--- config.mk ---
export PLATFORM = sky130hd
export DESIGN_NAME = fetch_unit_flat
export DESIGN_NICKNAME = d
export VERILOG_FILES = /design/src/rtl/fetch_pkg.sv /design/src/rtl/fetch_unit_if.sv /design/src/rtl/fetch_unit_chk.sv /design/src/rtl/fetch_unit_sync_fifo.sv /design/src/rtl/fetch_unit.sv /design/src/flat_wrapper.sv
export SDC_FILE = /design/constraint.sdc
export NUM_CORES = 1
export LEC_CHECK = 0
export ABC_AREA = 1
export BUFFER_PORTS_ARGS = -buffer_cell sky130_fd_sc_hd__buf_2
export CORE_ASPECT_RATIO = 1.1
export CORE_MARGIN = 4
export CORE_UTILIZATION = 53
export DETAILED_ROUTE_END_ITERATION = 16
export PLACE_DENSITY = 0.76
export RECOVER_POWER = 100
export SLEW_MARGIN = 20
export SYNTH_ARGS = -nofsm -noshare
export SYNTH_HDL_FRONTEND = slang
export SYNTH_SLANG_ARGS = --single-unit
--- constraint.sdc ---
create_clock -name clk -period 3.7 [get_ports clk]
set_clock_uncertainty 0.2 [all_clocks]
set_input_delay 0.37 -clock clk [delete_from_list [all_inputs] [get_ports clk]]
set_output_delay 0.37 -clock clk [all_outputs]
set_load 0.005 [all_outputs]
--- src/rtl/fetch_pkg.sv ---
// Shared types and constants for the instruction-fetch front end.
package fetch_pkg;

  localparam int          INSTR_W = 32;
  localparam logic [31:0] PC_INC  = 32'd4;
  localparam logic [31:0] NOP     = 32'h0000_0013;

  // One buffered fetch result: the PC it was fetched from and the word returned.
  typedef struct packed {
    logic [31:0]        pc;
    logic [INSTR_W-1:0] instr;
  } fetch_entry_t;

  // Force a fetch address onto a word boundary.
  function automatic logic [31:0] align_pc(input logic [31:0] addr);
    return addr & 32'hFFFF_FFFC;
  endfunction

endpackage

--- src/rtl/fetch_unit_if.sv ---
// Fetch front-end bus: instruction-memory handshake, IF/ID delivery and control inputs.
interface fetch_unit_if;
  import fetch_pkg::*;

  logic               stall;
  logic               redirect_valid;
  logic [31:0]        redirect_pc;
  logic               imem_req_valid;
  logic [31:0]        imem_req_addr;
  logic               imem_req_ready;
  logic               imem_resp_valid;
  logic [INSTR_W-1:0] imem_resp_data;
  logic               if_valid;
  logic [31:0]        if_pc;
  logic [INSTR_W-1:0] if_instruction;

  // Fetch unit side.
  modport master (
    input  stall, redirect_valid, redirect_pc,
    input  imem_req_ready, imem_resp_valid, imem_resp_data,
    output imem_req_valid, imem_req_addr,
    output if_valid, if_pc, if_instruction
  );

  // Memory / pipeline side.
  modport slave (
    output stall, redirect_valid, redirect_pc,
    output imem_req_ready, imem_resp_valid, imem_resp_data,
    input  imem_req_valid, imem_req_addr,
    input  if_valid, if_pc, if_instruction
  );
endinterface

--- src/rtl/fetch_unit_chk.sv ---
// Simulation checks on the fetch unit's memory protocol and drop bookkeeping.
module fetch_unit_chk #(
  parameter int CW = 4
) (
  input logic          clk,
  input logic          reset,
  input logic          resp_valid,
  input logic [CW-1:0] inflight,
  input logic [CW-1:0] drop
);
  // A response must always correspond to an outstanding request.
  a_resp_has_request: assert property (@(posedge clk) disable iff (reset)
    resp_valid |-> (inflight != {CW{1'b0}}));

  // Stale responses can never exceed what is still in flight.
  a_drop_bounded: assert property (@(posedge clk) disable iff (reset)
    drop <= inflight);
endmodule

--- src/rtl/fetch_unit_sync_fifo.sv ---
// Synchronous first-word-fall-through FIFO with flush and occupancy count.
module sync_fifo #(
  parameter int WIDTH = 64,
  parameter int DEPTH = 4
) (
  input  logic                   clk,
  input  logic                   reset,
  input  logic                   flush,
  input  logic                   push,
  input  logic [WIDTH-1:0]       push_data,
  input  logic                   pop,
  output logic [WIDTH-1:0]       pop_data,
  output logic [$clog2(DEPTH):0] count
);
  localparam int            AW        = $clog2(DEPTH);
  localparam logic [AW:0]   FULL_C    = (AW+1)'(DEPTH);
  localparam logic [AW:0]   ONE_C     = (AW+1)'(1);
  localparam logic [AW-1:0] PTR_ONE_C = AW'(1);

  logic [WIDTH-1:0] mem_r [DEPTH];
  logic [AW-1:0]    wr_ptr_r;
  logic [AW-1:0]    rd_ptr_r;
  logic [AW:0]      count_r;
  logic             push_ok_s;
  logic             pop_ok_s;

  // Qualify push/pop against current occupancy so overflow/underflow cannot corrupt state.
  always_comb begin
    push_ok_s = push && (count_r != FULL_C);
    pop_ok_s  = pop && (count_r != {(AW+1){1'b0}});
  end

  // Pointer and occupancy bookkeeping; flush empties the queue in one cycle.
  always_ff @(posedge clk) begin
    if (reset || flush) begin
      wr_ptr_r <= {AW{1'b0}};
      rd_ptr_r <= {AW{1'b0}};
      count_r  <= {(AW+1){1'b0}};
    end else begin
      if (push_ok_s) begin
        wr_ptr_r <= wr_ptr_r + PTR_ONE_C;
      end
      if (pop_ok_s) begin
        rd_ptr_r <= rd_ptr_r + PTR_ONE_C;
      end
      case ({push_ok_s, pop_ok_s})
        2'b10:   count_r <= count_r + ONE_C;
        2'b01:   count_r <= count_r - ONE_C;
        default: count_r <= count_r;
      endcase
    end
  end

  // Storage write; entries are only ever read while counted valid, so no reset is needed.
  always_ff @(posedge clk) begin
    if (push_ok_s && !flush && !reset) begin
      mem_r[wr_ptr_r] <= push_data;
    end
  end

  assign pop_data = mem_r[rd_ptr_r];
  assign count    = count_r;
endmodule

--- src/rtl/fetch_unit.sv ---
// Decoupled instruction-fetch front end: PC, credit-limited requests, response buffer, redirect flush.
module fetch_unit
  import fetch_pkg::*;
#(
  parameter int          DEPTH    = 4,
  parameter logic [31:0] RESET_PC = 32'h0000_0000
) (
  input logic          clk,
  input logic          reset,
  fetch_unit_if.master bus
);
  localparam int            AW      = $clog2(DEPTH);
  localparam int            CW      = AW + 2;
  localparam logic [CW-1:0] DEPTH_C = CW'(DEPTH);
  localparam logic [CW-1:0] ZERO_C  = {CW{1'b0}};
  localparam logic [CW-1:0] ONE_C   = CW'(1);

  logic [31:0]   fetch_pc_r;
  logic [31:0]   resp_pc_r;
  logic [CW-1:0] inflight_r;
  logic [CW-1:0] drop_r;

  logic [AW:0]   fifo_count_s;
  logic [CW-1:0] count_ext_s;
  logic [CW-1:0] credit_s;
  logic          req_valid_s;
  logic          accept_s;
  logic          resp_s;
  logic          keep_s;
  logic          head_valid_s;
  logic          pop_s;
  logic [31:0]   redirect_target_s;
  fetch_entry_t  push_entry_s;
  fetch_entry_t  head_entry_s;

  // Request credit, response classification and dequeue decisions.
  always_comb begin
    count_ext_s       = {1'b0, fifo_count_s};
    credit_s          = count_ext_s + inflight_r - drop_r;
    req_valid_s       = !reset && !bus.redirect_valid && (credit_s < DEPTH_C);
    accept_s          = req_valid_s && bus.imem_req_ready;
    // A response with nothing outstanding is illegal and ignored.
    resp_s            = bus.imem_resp_valid && (inflight_r != ZERO_C);
    keep_s            = resp_s && (drop_r == ZERO_C) && !bus.redirect_valid;
    head_valid_s      = (fifo_count_s != {(AW+1){1'b0}});
    pop_s             = head_valid_s && !bus.stall && !bus.redirect_valid;
    redirect_target_s = align_pc(bus.redirect_pc);
    push_entry_s.pc    = resp_pc_r;
    push_entry_s.instr = bus.imem_resp_data;
  end

  // PC and outstanding-request bookkeeping; redirect turns everything in flight stale.
  always_ff @(posedge clk) begin
    if (reset) begin
      fetch_pc_r <= RESET_PC;
      resp_pc_r  <= RESET_PC;
      inflight_r <= ZERO_C;
      drop_r     <= ZERO_C;
    end else if (bus.redirect_valid) begin
      fetch_pc_r <= redirect_target_s;
      resp_pc_r  <= redirect_target_s;
      inflight_r <= inflight_r - {{(CW-1){1'b0}}, resp_s};
      drop_r     <= inflight_r - {{(CW-1){1'b0}}, resp_s};
    end else begin
      if (accept_s) begin
        fetch_pc_r <= fetch_pc_r + PC_INC;
      end
      if (keep_s) begin
        resp_pc_r <= resp_pc_r + PC_INC;
      end
      inflight_r <= inflight_r + {{(CW-1){1'b0}}, accept_s} - {{(CW-1){1'b0}}, resp_s};
      if (resp_s && (drop_r != ZERO_C)) begin
        drop_r <= drop_r - ONE_C;
      end
    end
  end

  sync_fifo #(
    .WIDTH ($bits(fetch_entry_t)),
    .DEPTH (DEPTH)
  ) u_fifo (
    .clk       (clk),
    .reset     (reset),
    .flush     (bus.redirect_valid),
    .push      (keep_s),
    .push_data (push_entry_s),
    .pop       (pop_s),
    .pop_data  (head_entry_s),
    .count     (fifo_count_s)
  );

  // Output drive; head fields read as zero while the buffer is empty.
  always_comb begin
    bus.imem_req_valid = req_valid_s;
    bus.imem_req_addr  = fetch_pc_r;
    bus.if_valid       = head_valid_s;
    if (head_valid_s) begin
      bus.if_pc          = head_entry_s.pc;
      bus.if_instruction = head_entry_s.instr;
    end else begin
      bus.if_pc          = 32'h0000_0000;
      bus.if_instruction = 32'h0000_0000;
    end
  end

  fetch_unit_chk #(.CW(CW)) u_chk (
    .clk        (clk),
    .reset      (reset),
    .resp_valid (bus.imem_resp_valid),
    .inflight   (inflight_r),
    .drop       (drop_r)
  );
endmodule

--- src/flat_wrapper.sv ---
// flat-port wrapper written by rule: the top's interface ports become plain ports
module fetch_unit_flat import fetch_pkg::*;
#(
  parameter int          DEPTH    = 4,
  parameter logic [31:0] RESET_PC = 32'h0000_0000
)
  (clk, reset, bus_stall, bus_redirect_valid, bus_redirect_pc, bus_imem_req_ready, bus_imem_resp_valid, bus_imem_resp_data, bus_imem_req_valid, bus_imem_req_addr, bus_if_valid, bus_if_pc, bus_if_instruction);
  fetch_unit_if bus_i ();
  input logic clk;
  input logic reset;
  input wire logic [$bits(bus_i.stall)-1:0] bus_stall;
  input wire logic [$bits(bus_i.redirect_valid)-1:0] bus_redirect_valid;
  input wire logic [$bits(bus_i.redirect_pc)-1:0] bus_redirect_pc;
  input wire logic [$bits(bus_i.imem_req_ready)-1:0] bus_imem_req_ready;
  input wire logic [$bits(bus_i.imem_resp_valid)-1:0] bus_imem_resp_valid;
  input wire logic [$bits(bus_i.imem_resp_data)-1:0] bus_imem_resp_data;
  output wire logic [$bits(bus_i.imem_req_valid)-1:0] bus_imem_req_valid;
  output wire logic [$bits(bus_i.imem_req_addr)-1:0] bus_imem_req_addr;
  output wire logic [$bits(bus_i.if_valid)-1:0] bus_if_valid;
  output wire logic [$bits(bus_i.if_pc)-1:0] bus_if_pc;
  output wire logic [$bits(bus_i.if_instruction)-1:0] bus_if_instruction;
  assign bus_i.stall = bus_stall;
  assign bus_i.redirect_valid = bus_redirect_valid;
  assign bus_i.redirect_pc = bus_redirect_pc;
  assign bus_i.imem_req_ready = bus_imem_req_ready;
  assign bus_i.imem_resp_valid = bus_imem_resp_valid;
  assign bus_i.imem_resp_data = bus_imem_resp_data;
  assign bus_imem_req_valid = bus_i.imem_req_valid;
  assign bus_imem_req_addr = bus_i.imem_req_addr;
  assign bus_if_valid = bus_i.if_valid;
  assign bus_if_pc = bus_i.if_pc;
  assign bus_if_instruction = bus_i.if_instruction;
  fetch_unit #(.DEPTH(DEPTH), .RESET_PC(RESET_PC)) u_core (.clk(clk), .reset(reset), .bus(bus_i));
endmodule
==> out/results.tsv, run 1 <==
metric	value	unit
placed_area	16400	um^2
hold_viol	0	
finalCritPeriodShare	92.7	%
overflow	0	
cts_tree	built	
clkSinkCount	325	
fmax	291	MHz
chipWidth	170	um
crit_type	flip-flop to primary output	
cts_buffer_depth	3	
cp-end-kind	primary output	
synth-seq-cells	325	
core_area	28000	um^2
areaGrowthSynthToFinish	15.7	%
cts_inserted_buffers	31	
holdPathEnd	u_core.bus.imem_req_addr[24]$_SDFFE_PP0P_	
r2r-start	u_core.inflight_r[2]$_SDFF_PP0_	
vias	12100	
final_area	17600	um^2
utilization	62.8	%
status	finished, violations left	
max_slew_margin	-8.59	%
path_max_fanout	63	
clk_latency	0.54	ns
cp_data_arrival_time	2.86	ns
cts_root_buffer	clkbuf_16	
yosysWarningCount	0	
fin_nets	1956	
drtAntennaViolNets	0	
startpoint_type	flip-flop	
async_reset_ff_share	0	%
power.leakage	6.49	nW
antenna_cells	0	
whs	0.0109	ns
synth_cell_types	50	
period_needed	3.43	ns
grt_pass1_vias	11900	
tightest_slew	1.63	ns
grt_max_degree	125	
crit_start	u_core.u_fifo.count[0]$_SDFFE_PP0P_	
start_util	54.3	%
synth_flop_cell	edfxtp_1	
grtUsageTotal	23.3	%
drt-initial-drc-count	940	
clkTransAtPathRegs	0.06	ns
maxSlewViolCount	64	
antenna_found_initial	0	
syn_area_per_cell	9.09	um^2
net-switching-power	2.36	mW
r2r-end	u_core.u_fifo.mem_r[2][8]$_DFFE_PP_	
violations	capacitance limit, slew limit	
drc_errors	0	
hpwl	22600	um
layout_commonest_cell	nor2_1	
syn_inst	1674	
critPathBufInv	2	
r2r_cells	11	
sequentialPowerShare	49.0	%
synth_seq_area_share	59.1	%
rsz0062_at_grt	no	
fp-row-count	64	
ir_drop	0.415	mV
wire_per_inst	16.5	um
hold_path.class	primary input to flip-flop	
synth-edff-count	248	
r2r_slack	0.27	ns
postCtsSetupRepairBufs	0	
hold_depth	5	
port_buffers	161	
critical_path.cell_chain	nor3_1 -> clkbuf_2 -> a21oi_1 -> clkbuf_1	
viasPerCell	5.40	
path_delay_family	buffers and inverters	
setup_viol	0	
h-tree-depth	1	
mostFrequentLayoutCells	nor2_1, nand2_1, edfxtp_1	
grt_first_pass_wirelength	59400	um
drt_first_pass_iters	7	
setup_tns	0	ns
fin_ws	0.268	ns
cp_slowest_stage_delay	1.22	ns
drive_gt1_share	8.00	%
maxCapViolCount	1	
finalWirelength	37200	um
dieArea	31500	um^2
p_per_area	496	nW/um^2
cp_data_required_time	3.13	ns
ios	168	
p_int	6.38	mW
sw_frac_of_total	27.0	%
die_h	186	um
pre_cts_slack	0.363	ns
power_frac_clock	34.7	%
slowest_stage	clkbuf_2	
comb_power_share	16.3	%
place_congestion	0.940	
syn_area	15200	um^2
worstHoldStart	bus_redirect_pc[24]	
-- layer usage --
| layer | wire, um | track usage, % |
|---|---|---|
| met5 | 0 | 0 |
| met4 | 941 | 7.18 |
| met3 | 2530 | 2.49 |
| met2 | 18500 | 41.4 |
| met1 | 15300 | 30.1 |
-- flip-flops by register name, summed over array words and instances (netlist names), named ones only --
register / flops
u_core.bus.imem_req_addr: 30
u_core.resp_pc_r: 30
u_core.u_fifo.wr_ptr_r: 2
u_core.u_fifo.rd_ptr_r: 2
u_core.inflight_r: 4
u_core.u_fifo.count: 3
u_core.u_fifo.mem_r: 248
u_core.drop_r: 4
-- Yosys cell counts (2+ instances only) --
| cell | count | share of area, % |
|---|---|---|
| nand3_2 | 3 | 0.20 |
| buf_4 | 4 | 0.20 |
| o211ai_1 | 2 | 0.099 |
| clkbuf_1 | 47 | 1.2 |
| a21oi_1 | 112 | 3.7 |
| buf_2 | 17 | 0.56 |
| o21bai_1 | 2 | 0.099 |
| nor2_2 | 11 | 0.45 |
| nor2_4 | 3 | 0.22 |
| nand2_1 | 276 | 6.8 |
| dfxtp_1 | 77 | 10 |
| buf_1 | 9 | 0.22 |
| o22ai_1 | 5 | 0.21 |
| edfxtp_1 | 248 | 49 |
| nand3b_1 | 12 | 0.59 |
| o31ai_1 | 3 | 0.15 |
| ha_1 | 19 | 1.6 |
| a31oi_1 | 7 | 0.29 |
| xor2_1 | 14 | 0.81 |
| nand4_1 | 6 | 0.25 |
| nor2_1 | 383 | 9.5 |
| inv_2 | 9 | 0.22 |
| buf_6 | 4 | 0.30 |
| o21ai_0 | 175 | 5.8 |
| nor3_2 | 4 | 0.26 |
| inv_1 | 111 | 2.7 |
| nand3_1 | 71 | 2.3 |
| nand2_2 | 3 | 0.12 |
| fa_1 | 4 | 0.53 |
| nor3_1 | 13 | 0.43 |
-- worst min-delay path: cells and delay by family --
family / cells / cell delay, ns
and+or+nand+nor: 4 / 0.25
buffers and inverters: 1 / 0.09
-- cell type report --
type,count,area (um^2)
Timing Repair Buffer,234,1350
Inverter,123,463
Fill cell,2336,10400
Multi-Input combinational cell,1148,5370
Tap cell,363,454
Sequential cell,325,8990
Clock buffer,47,866
Clock inverter,10,105
-- cell families (layout without fill, tap and decap cells) --
group | Yosys count | after routing | share of synthesized area (%)
compound gates | 312 | 312 | 10.6
simple gates | 794 | 794 | 21.8
xor+xnor | 15 | 15 | 0.864
fa+ha+maj | 23 | 23 | 2.09
flops | 325 | 325 | 59.1
other cells | 1 | 4 | 0.0247
buf+inv | 204 | 414 | 5.50
-- per-stage QoR --
| stage | cells | total power, mW |
|---|---|---|
| 6_report | 2250 | 8.74 |
| 5_1_grt | 2250 | 9.18 |
| 4_1_cts | 2250 | 8.83 |
| 3_5_place_dp | 2142 | 5.79 |
| 3_3_place_gp | 2142 | 5.75 |
| 2_1_floorplan | 1677 | 5.34 |
-- what timing repair did --
item,CTS,global route
resized for setup,0,1
endpoints found under the setup margin,0,1
hold buffers,51,0
endpoints found under the hold margin,153,0
-- how the worst max path moves through the flow --
stage | end | slack [ns] | cells past startpoint
global placement | u_core.inflight_r[2]$_SDFF_PP0_ | 0.42 | 17
detailed placement | u_core.inflight_r[2]$_SDFF_PP0_ | 0.36 | 17
finish | bus_if_pc[23] | 0.27 | 4
CTS | u_core.inflight_r[2]$_SDFF_PP0_ | 0.34 | 17
floorplan | u_core.u_fifo.mem_r[0][0]$_DFFE_PP_ | -0.03 | 11
global route | u_core.u_fifo.mem_r[2][40]$_DFFE_PP_ | 0.03 | 11
-- power groups by stage --
stage	clock network, mW	registers, mW	logic [mW]
after floorplan	0	4.31	1.03
after detailed placement	0	4.36	1.43
after global placement	0	4.35	1.40
after global routing	3.24	4.31	1.64
final	3.03	4.29	1.42
after CTS	3.06	4.28	1.49
No activity file was read; power rests on OpenSTA's default activity.
==> inputs of run 2 (changes only) <==
Settings changed: ABC_AREA 1 to not set, CORE_UTILIZATION 53 to 45, PLACE_DENSITY 0.76 to 0.67.
==> out/results.tsv, run 2 <==
metric	value	unit	change
cp_data_required_time	3.13	ns	about the same
synth_area_leaders	edfxtp_1, dfxtp_1, mux4_2		
antenna_cells	0		unchanged
clkSinkCount	325		unchanged
setup_viol	0		unchanged
cp-end-kind	primary output		
fmax	280	MHz	-3.8%
grtUsageTotal	17.3	%	-6.0 points
final_area	16800	um^2	-4.5%
grt_pass1_vias	8896		-25%
async_reset_ff_share	0	%	unchanged
power.leakage	5.55	nW	-15%
wire_per_inst	18.6	um	+13%
die_h	193	um	+4.1%
syn_area	14000	um^2	-7.7%
core_area	30600	um^2	+9.2%
tightest_slew	1.52	ns	-0.113 ns
mostFrequentLayoutCells	edfxtp_1, clkbuf_1, dfxtp_1		
synth-edff-count	248		unchanged
hold_path.class	primary input to flip-flop		
ios	168		unchanged
clkTransAtPathRegs	0.06	ns	about the same
max_slew_margin	-1.08	%	+7.5 points
path_max_fanout	19		-70%
utilization	54.9	%	-7.9 points
synth_cell_types	52		+4.0%
drc_errors	0		unchanged
place_congestion	0.846		-10%
maxCapViolCount	1		unchanged
finalWirelength	30000	um	-20%
drt-initial-drc-count	435		-54%
largest_reg_flops	248		unchanged
clk_latency	0.51	ns	-0.03 ns
placed_area	15300	um^2	-6.3%
drive_gt1_share	17.4	%	+9.4 points
period_needed	3.57	ns	+0.137 ns
cts_buffer_depth	3		unchanged
yosysWarningCount	0		unchanged
syn_area_per_cell	14.5	um^2	+60%
overflow	0		unchanged
grt_max_degree	68		-46%
port_buffers	161		unchanged
synthTopCellsByCount	edfxtp_1, dfxtp_1, nor2b_1, mux4_2, inv_1		
synth_flop_cell	edfxtp_1		
p_per_area	555	nW/um^2	+12%
antenna_found_initial	0		unchanged
synth_seq_area_share	64.1	%	+5.0 points
cts_inserted_buffers	34		+9.7%
cts_tree	built		
slowest_stage	fa_1		
drtAntennaViolNets	0		unchanged
yosysTopAreaCell	edfxtp_1		
hold_viol	0		unchanged
cp_slowest_stage_delay	0.50	ns	-0.72 ns
vias	8795		-28%
h-tree-depth	2		+1
areaGrowthSynthToFinish	19.8	%	
startpoint_type	flip-flop		
synth-seq-cells	325		unchanged
drt_first_pass_iters	5		-2
synthDominantCellAreaShare	53.1	%	+4.1 points
dieArea	34100	um^2	+8.3%
status	finished, violations left		
cp_data_arrival_time	3.00	ns	+0.14 ns
layout_commonest_cell	edfxtp_1		
hpwl	17900	um	-21%
fin_nets	1260		-36%
ir_drop	0.412	mV	-0.84%
cts_root_buffer	clkbuf_16		
start_util	45.9	%	-8.4 points
chipWidth	176	um	+4.0%
grt_first_pass_wirelength	47800	um	-19%
finalCritPeriodShare	96.5	%	+3.7 points
fp-row-count	67		+4.7%
viasPerCell	5.47		+1.4%
critical_path.cell_chain	inv_1 -> fa_1 -> inv_1 -> ha_1 -> and3b_1 -> or3_1 -> o22a_2 -> buf_12 -> nor2_1 -> buf_2		
regMostFlops	u_core.u_fifo.mem_r		
finalNonFillerCells	1607		-29%
critPathMostFrequentCell	inv_1		
yosysMostFrequentCell	edfxtp_1		
maxSlewViolCount	66		+3.1%
violations	capacitance limit, slew limit		
crit_type	flip-flop to primary output		
dp_cells	1500		-30%
syn_inst	965		-42%
==> run 2: cell types whose count changed in the layout (fill, tap and decap cells not counted), sizes merged, moves of 24 or more <==
| cell | change |
|---|---|
| nor2b | +65 |
| nor4 | +24 |
| nand2 | -249 |
| mux4 | +62 |
| inv | -77 |
| o21ai | -171 |
| nand3 | -53 |
| a21oi | -78 |
| nor2 | -364 |
==> run 2: final timing paths <==
kind | start | end | slack (ns) | depth (start not counted)
hold reg to reg | u_core.u_fifo.rd_ptr_r[0]$_SDFFE_PP0P_ | u_core.u_fifo.rd_ptr_r[0]$_SDFFE_PP0P_ | 0.33 | 2
hold / removal | bus_redirect_pc[4] | u_core.resp_pc_r[4]$_SDFFE_PP0P_ | 0.03 | 3
setup / recovery | u_core.inflight_r[1]$_SDFF_PP0_ | bus_imem_req_valid | 0.13 | 10
setup reg to reg | u_core.inflight_r[1]$_SDFF_PP0_ | u_core.inflight_r[1]$_SDFF_PP0_ | 0.18 | 13
==> run 2: metrics by stage <==
step	hold WS, ns	setup TNS (ns)	power (mW)	worst slack, ns
after floorplan	0.269	0	5.24	0.114
after global placement	0.302	0	5.59	0.164
after detailed placement	0.319	0	5.62	0.0789
after CTS	0.00697	0	9.30	0.0466
after global routing	0.0322	-0.0378	9.76	-0.0263
final	0.0280	0	9.34	0.131
==> run 2: critical path, delay by kind of cell (launching register included) <==
kind | cells | cell delay [ns]
AO/OA/AOI/OAI | 1 | 0.29
buffers and inverters | 4 | 0.43
flip-flops | 1 | 0.37
adder cells (fa/ha/maj) | 2 | 0.77
AND/OR/NAND/NOR | 3 | 0.62
==> run 2: report_power, final <==
group	leakage, nW	switching [mW]	internal (mW)
logic	2.09	0.864	0.667
clock network	0.577	1.36	2.24
registers	2.89	0.130	4.07
total	5.55	2.36	6.98
==> run 2: kinds of logic after synthesis <==
| family | Yosys count | synth area share (%) |
|---|---|---|
| flip-flops | 325 | 64.1 |
| other | 1 | 0.0267 |
| multiplexers | 65 | 10.2 |
| AND/OR/NAND/NOR | 272 | 11.0 |
| buffers and inverters | 106 | 3.17 |
| adder cells (fa/ha/maj) | 23 | 2.26 |
| AO/OA/AOI/OAI | 142 | 7.24 |
| XOR/XNOR | 31 | 2.03 |
==> run 2: repair_timing <==
item / 4_1_cts / 5_1_grt
buffers inserted: 0 / 1
gates resized for setup: 0 / 6
endpoints found under the setup margin: 0 / 3
hold buffers: 43 / 0
endpoints found under the hold margin: 142 / 0
==> run 2: cell type report <==
cell class                 count  area (um^2)
multi-input combinational    537         4630
sequential                   325         9000
clock buffer                  45          956
inverter                      44          165
tap                          414          518
fill                        2528        13800
timing repair buffer         225         1310
clock inverter                17          236
==> run 2: metal layers <==
layer,GRT usage [%],vias up,part of all wire (%)
met5,0,-,0
met4,3.70,0,1.5
met3,2.71,39,5.6
met2,28.5,301,48
met1,24.5,4335,45
li1,-,4120,-
==> inputs of run 3 (changes only) <==
Settings changed: CELL_PAD_IN_SITES_DETAIL_PLACEMENT set to 0, CELL_PAD_IN_SITES_GLOBAL_PLACEMENT set to 1, CORE_UTILIZATION 45 to 44, PLACE_DENSITY 0.67 to not set, PLACE_DENSITY_LB_ADDON set to 0.1.
==> out/results.tsv, run 3 (same netlist as run 2, synthesis figures left out) <==
metric	value	unit	change
largest_reg_flops	248		unchanged
r2r_cells	13		unchanged
power.leakage	5.50	nW	-0.84%
final_area	16700	um^2	-0.34%
layout_commonest_cell	edfxtp_1		
cts_tree	built		
cp_data_required_time	3.13	ns	about the same
clkTransAtPathRegs	0.06	ns	about the same
path_max_fanout	38		+19
setup_tns	0	ns	unchanged
grtUsageMet1	25.1	%	+0.60 points
p_per_area	529	nW/um^2	-4.7%
drt_first_pass_iters	5		unchanged
use_met3	2.63	%	-0.080 points
chipWidth	178	um	+1.1%
grt_use_met2	28.2	%	-0.35 points
hold_path.class	primary input to flip-flop		
nFillCells	2678		+5.9%
clkSinkCount	325		unchanged
dp_cells	1512		+0.80%
finalNonFillerCells	1618		+0.68%
tightest_slew	1.55	ns	+0.0298 ns
comb_power_share	15.5	%	-0.9 points
finalWirelength	30400	um	+1.4%
wire_per_inst	18.8	um	+0.75%
sw_frac_of_total	25.9	%	+0.68 points
die_h	195	um	+1.1%
rsz0062_at_grt	no		
hold_depth	3		unchanged
grtUsageTotal	17.4	%	+0.086 points
mostFrequentLayoutCells	edfxtp_1, clkbuf_1, dfxtp_1		
vias	8631		-1.9%
setup_viol	0		unchanged
grt_max_degree	66		-2.9%
whs	0.0132	ns	-0.0148 ns
drive_gt1_share	16.6	%	-0.82 points
maxCapViolCount	1		unchanged
port_buffers	161		unchanged
fp-row-count	68		+1.5%
hold_viol	0		unchanged
areaGrowthSynthToFinish	19.4	%	
startpoint_type	flip-flop		
regMostFlops	u_core.u_fifo.mem_r		
antenna_cells	0		unchanged
cts_inserted_buffers	35		+2.9%
p_total	8.87	mW	-5.0%
grt_pass1_vias	8661		-2.6%
status	finished, violations left		
antenna_found_initial	0		unchanged
power_frac_clock	37.2	%	-1.4 points
h-tree-depth	2		unchanged
start_util	44.7	%	-1.2 points
violations	capacitance limit, slew limit		
drc_errors	0		unchanged
fmax	281	MHz	+0.23%
cts_buffer_depth	3		unchanged
net-switching-power	2.30	mW	-2.5%
sequentialPowerShare	47.4	%	+2.4 points
placed_area	15400	um^2	+0.51%
fin_ws	0.139	ns	+0.00829 ns
fin_nets	1264		+0.32%
p_int	6.57	mW	-5.9%
core_area	31400	um^2	+2.6%
overflow	0		unchanged
drt-initial-drc-count	411		-5.5%
finalCritPeriodShare	96.2	%	-0.22 points
cp_data_arrival_time	2.99	ns	about the same
dieArea	34800	um^2	+2.2%
grt.busiest_layer	met2		
utilization	53.4	%	-1.6 points
viasPerCell	5.33		-2.5%
maxSlewViolCount	66		unchanged
clk_latency	0.50	ns	about the same
postCtsSetupRepairBufs	0		unchanged
drtAntennaViolNets	0		unchanged
hpwl	18800	um	+5.0%
crit_type	flip-flop to primary output		
grt_first_pass_wirelength	48000	um	+0.35%
pre_cts_slack	0.143	ns	+0.0636 ns
place_congestion	0.755		-11%
max_slew_margin	-3.07	%	-2.0 points
ios	168		unchanged
cp-end-kind	primary output		
ir_drop	0.457	mV	+11%
period_needed	3.56	ns	-0.00829 ns
cts_root_buffer	clkbuf_16		
run 3: cell types whose count changed in the layout (fill, tap and decap cells not counted), sizes merged:
cell | previous run | this run
buf | 62 | 70
bufinv | 6 | 2
clkbuf | 165 | 157
clkinv | 8 | 19
clkinvlp | 2 | 1
dlygate4sd3 | 43 | 42
run 3: worst paths after layout:
| check | start | end | slack [ns] |
|---|---|---|---|
| worst max-delay path | u_core.u_fifo.count[1]$_SDFFE_PP0P_ | bus_imem_req_valid | 0.14 |
| worst min-delay path | bus_redirect_pc[7] | u_core.resp_pc_r[7]$_SDFFE_PP0P_ | 0.01 |
| worst max register to register | u_core.u_fifo.count[1]$_SDFFE_PP0P_ | u_core.inflight_r[1]$_SDFF_PP0_ | 0.19 |
| worst min register to register | u_core.u_fifo.count[2]$_SDFFE_PP0P_ | u_core.u_fifo.count[2]$_SDFFE_PP0P_ | 0.32 |
run 3: layout make-up:
class                   count  area, um^2  share of cell area [%]
inverters                  44         165                   0.986
clock buffers              41         920                    5.49
clock inverters            23         170                    1.02
well taps                 420         526                    3.14
multi-input cells         537        4610                    27.5
repair buffers            228        1360                    8.12
flip-flops and latches    325        9000                    53.7
run 3: metal layers:
layer  vias to the layer above  wire [um]  share of wire [%]
met1                      4243      14200                 47
li1                       4129          -                  -
met5                         -          0                  0
met3                        39       1470                4.8
met2                       220      14300                 47
met4                         0        456                1.5
run 3: what timing repair did:
action	in CTS	in global routing
hold buffers	42	0
gates resized for setup	0	3
endpoints found under the hold margin	143	0
setup endpoints to repair	0	2
run 3: critical path: stages, from the launching register on:
cell      delay [ns]
dfxtp_2         0.34
inv_1           0.09
fa_1            0.54
inv_1           0.04
ha_1            0.27
and3b_1         0.17
or3_1           0.33
o22a_1          0.24
buf_12          0.18
nor2_1          0.14
clkbuf_2        0.13
run 3: power groups by stage:
stage / logic [mW] / clock network, mW / registers (mW)
after floorplan: 1.00 / 0 / 4.24
after global placement: 1.36 / 0 / 4.27
after detailed placement: 1.37 / 0 / 4.27
after CTS: 1.41 / 3.39 / 4.20
after global routing: 1.53 / 3.54 / 4.22
final: 1.37 / 3.30 / 4.20
